## config.mk

```make
export PLATFORM = sky130hd
export DESIGN_NAME = bram_wrap_banked
export DESIGN_NICKNAME = d
export VERILOG_FILES = /design/src/rtl/bram_wrap_banked.sv
export SDC_FILE = /design/constraint.sdc
export NUM_CORES = 1
export LEC_CHECK = 0
export CORE_AREA = 4 4 152 154
export CTS_CLUSTER_SIZE = 8
export DETAILED_ROUTE_END_ITERATION = 12
export DIE_AREA = 0 0 156 158
export PLACE_DENSITY_LB_ADDON = 0.25
export SLEW_MARGIN = 10
export SYNTH_ARGS = -nofsm -noshare
export SYNTH_HDL_FRONTEND = slang
export SYNTH_SLANG_ARGS = --single-unit
```

## constraint.sdc

```tcl
create_clock -name clk -period 2.85 [get_ports clk]
set_input_delay 0.4275 -clock clk [delete_from_list [all_inputs] [get_ports clk]]
set_output_delay 0.4275 -clock clk [all_outputs]
set_load 0.01 [all_outputs]
```

## src/rtl/bram_wrap_banked.sv

```systemverilog
// bram_wrap_banked: banked BRAM front-end with single-cycle grant and fixed-latency in-order responses
module bram_wrap_banked #(
    parameter int ADDR_WIDTH = 10,
    parameter int DATA_WIDTH = 32,
    parameter int N_BANKS    = 4,
    parameter int INTERLEAVE = 1,
    parameter int RD_LATENCY = 1,
    localparam int BE_WIDTH  = DATA_WIDTH / 8,
    localparam int BW        = $clog2(N_BANKS),
    localparam int BA        = ADDR_WIDTH - BW
) (
    input  logic                           clk,
    input  logic                           reset,
    input  logic                           data_req_i,
    input  logic [ADDR_WIDTH-1:0]          data_add_i,
    input  logic                           data_wen_i,
    input  logic [DATA_WIDTH-1:0]          data_wdata_i,
    input  logic [BE_WIDTH-1:0]            data_be_i,
    output logic                           data_gnt_o,
    output logic                           data_r_valid_o,
    output logic [DATA_WIDTH-1:0]          data_r_rdata_o,
    output logic [N_BANKS*BA-1:0]          ADDRA_o,
    output logic [N_BANKS*DATA_WIDTH-1:0]  DINA_o,
    input  logic [N_BANKS*DATA_WIDTH-1:0]  DOUTA_i,
    output logic [N_BANKS-1:0]             ENA_o,
    output logic [N_BANKS*BE_WIDTH-1:0]    WEA_o
);
    // A single bank still needs a one-bit tag so the pipeline has something to carry
    localparam int BWS = (BW > 0) ? BW : 1;

    logic                  gnt;
    logic [BWS-1:0]        bank;
    logic [BA-1:0]         baddr;
    logic [RD_LATENCY-1:0] vld_q, ld_q;
    logic [BWS-1:0]        bank_q [RD_LATENCY];
    logic [DATA_WIDTH-1:0] rdata_d, rdata_q;

    assign gnt        = data_req_i & ~reset;
    assign data_gnt_o = gnt;
    assign bank  = (BW == 0) ? '0 : (INTERLEAVE != 0) ? BWS'(data_add_i) : BWS'(data_add_i >> BA);
    assign baddr = (INTERLEAVE != 0) ? BA'(data_add_i >> BW) : BA'(data_add_i);

    for (genvar g = 0; g < N_BANKS; g++) begin : g_bank
        assign ENA_o[g]                              = gnt && (bank == BWS'(g));
        assign WEA_o[g*BE_WIDTH +: BE_WIDTH]         = (ENA_o[g] && !data_wen_i) ? data_be_i : '0;
        assign ADDRA_o[g*BA +: BA]                   = baddr;
        assign DINA_o[g*DATA_WIDTH +: DATA_WIDTH]    = data_wdata_i;
    end

    // Shift {valid, is_load, bank} tags so each response lines up with its bank's read data
    always_ff @(posedge clk) begin
        if (reset) begin
            vld_q <= '0;
            ld_q  <= '0;
            for (int i = 0; i < RD_LATENCY; i++) bank_q[i] <= '0;
        end else begin
            vld_q[0]  <= gnt;
            ld_q[0]   <= data_wen_i;
            bank_q[0] <= bank;
            for (int i = 1; i < RD_LATENCY; i++) begin
                vld_q[i]  <= vld_q[i-1];
                ld_q[i]   <= ld_q[i-1];
                bank_q[i] <= bank_q[i-1];
            end
        end
    end

    // Load responses take the tagged bank's output, store responses return zero, idle cycles hold
    always_comb begin
        rdata_d = !vld_q[RD_LATENCY-1] ? rdata_q :
                  ld_q[RD_LATENCY-1]   ? DOUTA_i[bank_q[RD_LATENCY-1]*DATA_WIDTH +: DATA_WIDTH] : '0;
    end

    // Remember the last response so the data output holds between responses
    always_ff @(posedge clk) begin
        if (reset) rdata_q <= '0;
        else       rdata_q <= rdata_d;
    end

    assign data_r_valid_o = vld_q[RD_LATENCY-1] & ~reset;
    assign data_r_rdata_o = reset ? '0 : rdata_d;
endmodule

```

==> impl_metrics.ini <==
[yosys]
yosys_warnings = 0
syn_nets = 557
synth_fa_ha_area_frac = 0
yosys.area.top_type = buf_4
synth_top_family_by_area = buffers and inverters
synth-seq-cells = 36
synthSimpleGateAreaFrac = 0.0705
mappedNetlistArea_um2 = 3350
synth.top_cells.by_area = buf_4 (37%), dfxtp_1 (22%), mux2i_1 (19%)
synth_mux_area_frac = 0.191
synth_xor_area_frac = 0
ys_seq_area_frac = 0.215
netlist_instances = 379
syn_avg_cell_area_um2 = 8.84
synth_top_area_share = 0.374
synth_cell_type_count = 20
synth-compound-area-share = 0.131

[setup_path]
worstPathMaxFanout = 20
regToRegEndpoint = rdata_q[23]
rr_worst_depth = 4
critPathKind = primary input to output pin
end_kind = output pin
r2r_slack_ns = 1.37
worst_ep_arrival_time_ns = 2.28
regToRegStartpoint = bank_q[0][0]
crit_required_ns = 2.42
start_kind = primary input

[final_layout]
layout.cells.non_filler = 690
mostFrequentLayoutCells = clkdlybuf4s50_1 (191), mux2i_1 (64), dfxtp_1 (35), o22ai_1 (32), a21o_1 (32)
fin_nets = 587
layout_commonest_cell = clkdlybuf4s50_1
final_core_util = 0.211
antenna_cells = 0
syn_to_final_growth_pct = 36.4
drive_gt1_frac = 0.0561

[clock_network]
ctsHoldBuffers = 0
htreeDepth = 2
clk_pin_slew_ns = 0.06
cts-root-buf = clkbuf_16
cts_tree = yes
cts_buffer_depth = 2
cts_resized = 0
clk_latency_ns = 0.29
cts-buffers-inserted = 5
cts_sinks = 36
postCtsSetupBuffers = 0

[floorplanning]
die_area_um2 = 24600
die_h_um = 158
rows = 54
die_w_um = 156
pin_count = 392
core-area_um2 = 21700
start_util = 0.155

[sta]
worst-slew-pin-transition_ns = 0.475
rsz0062_at_grt = no
tns_ns = 0
period_needed_ns = 2.71
hold_viol_final = 0
relSlewSlack = 0.681
post-route-period-util = 0.951
fmax_ghz = 0.369
skew_ns = 0.00864
finalMaxSlewViolations = 0
finalSetupViolations = 0

[route]
vias = 2500
drt-vias-per-instance = 3.62
finalWirelength_mm = 10.8
drt_iter0_drc = 69
drcViolationCount = 0
routedWlPerCell_um = 15.6
drtAntennaViolNets = 0
drt-pass1-iter-count = 4

[run]
max-cap-violations = 0

[global_route]
grt_pass1_vias = 2834
grt_max_degree = 28
track_usage = 0.0824
grt.overflow.total = 0
antenna_found_initial = 0
grt_pass1_wl_mm = 15.6

[placed_design]
hpwl_mm = 8.69
io_buffer_count = 191
place_inst = 682
gp_congestion = 0.704

[worst_hold_path]
min_path_type = flip-flop to flip-flop
hold_end = rdata_q[17]
min_from = rdata_q[17]
hold_path_depth = 1

[pwr]
finalPower_mw = 1.48
p_per_area_nw_per_um2 = 325
leakagePower_nw = 1.89
vdd_ir_drop_max_v = 0.000186

[outcome]
outcome = finished, final reports clean
[registers in the layout (all words and copies together), names as in the netlist]
signal   flops
rdata_q     32
ld_q         1
vld_q        1
bank_q       2
[kinds of logic (layout without fill, tap and decap cells)]
| kind of cell | count (synthesis) | in the layout |
|---|---|---|
| AOI/OAI and AO/OA | 64 | 64 |
| buffers and inverters | 179 | 210 |
| muxes | 64 | 64 |
| DFF | 36 | 36 |
| and+or+nand+nor | 36 | 36 |
[Yosys cell counts]
library cell,count
nor2_1,7
nor3_1,1
nand4b_1,1
inv_1,1
and2_1,16
nor3_4,1
nand3b_1,1
and2b_1,5
clkbuf_1,4
or3b_4,1
o22ai_1,32
a21o_1,32
mux2i_1,64
buf_6,1
buf_4,167
nor2_2,1
buf_2,6
nand2b_1,1
dfxtp_1,36
nand4bb_1,1
[worst max-delay path: stages]
cell and delay [ns]:
clkdlybuf4s50_1 0.46, nand4bb_2 0.27, buf_4 0.24, o22ai_1 0.20, a21o_1 0.11, clkdlybuf4s50_1 0.55
[area by class of cell]
class                   instances  area, um2
fillers                      2341      17100
repair buffers                201       2010
multi-input cells             164       1330
flip-flops and latches         36        724
well taps                     280        350
clock buffers                   7        143
clock inverters                 1       7.51
inverters                       1       3.75
[worst max-delay path by stage]
stage / from / end / slack, ns / depth (start not counted)
2_1_floorplan: reset / WEA_o[0] / 1.15 / 4
3_3_place_gp: reset / data_r_rdata_o[21] / 0.13 / 6
3_5_place_dp: reset / data_r_rdata_o[22] / 0.12 / 6
4_1_cts: reset / data_r_rdata_o[22] / 0.12 / 6
5_1_grt: reset / data_r_rdata_o[30] / 0.02 / 6
6_report: reset / data_r_rdata_o[17] / 0.14 / 6
[per-stage QoR]
step,instance area [um2],hold slack (ns),setup slack [ns]
2_1_floorplan,3350,0.483,1.15
3_3_place_gp,4420,0.431,0.133
3_5_place_dp,4420,0.434,0.121
4_1_cts,4570,0.450,0.122
5_1_grt,4570,0.464,0.0160
6_report,4570,0.445,0.141
[report_power, final]
| part | switching (mW) | internal, mW |
|---|---|---|
| sequential | 0.0102 | 0.516 |
| clock | 0.240 | 0.349 |
| combinational | 0.113 | 0.256 |
| total | 0.363 | 1.12 |
[routing by layer]
metal,share of wire,GRT usage
met2,0.49,0.141
met3,0.13,0.0437
met5,0,0
met4,0.045,0.0463
met1,0.34,0.0797
Power figures use the tool's default switching activity.
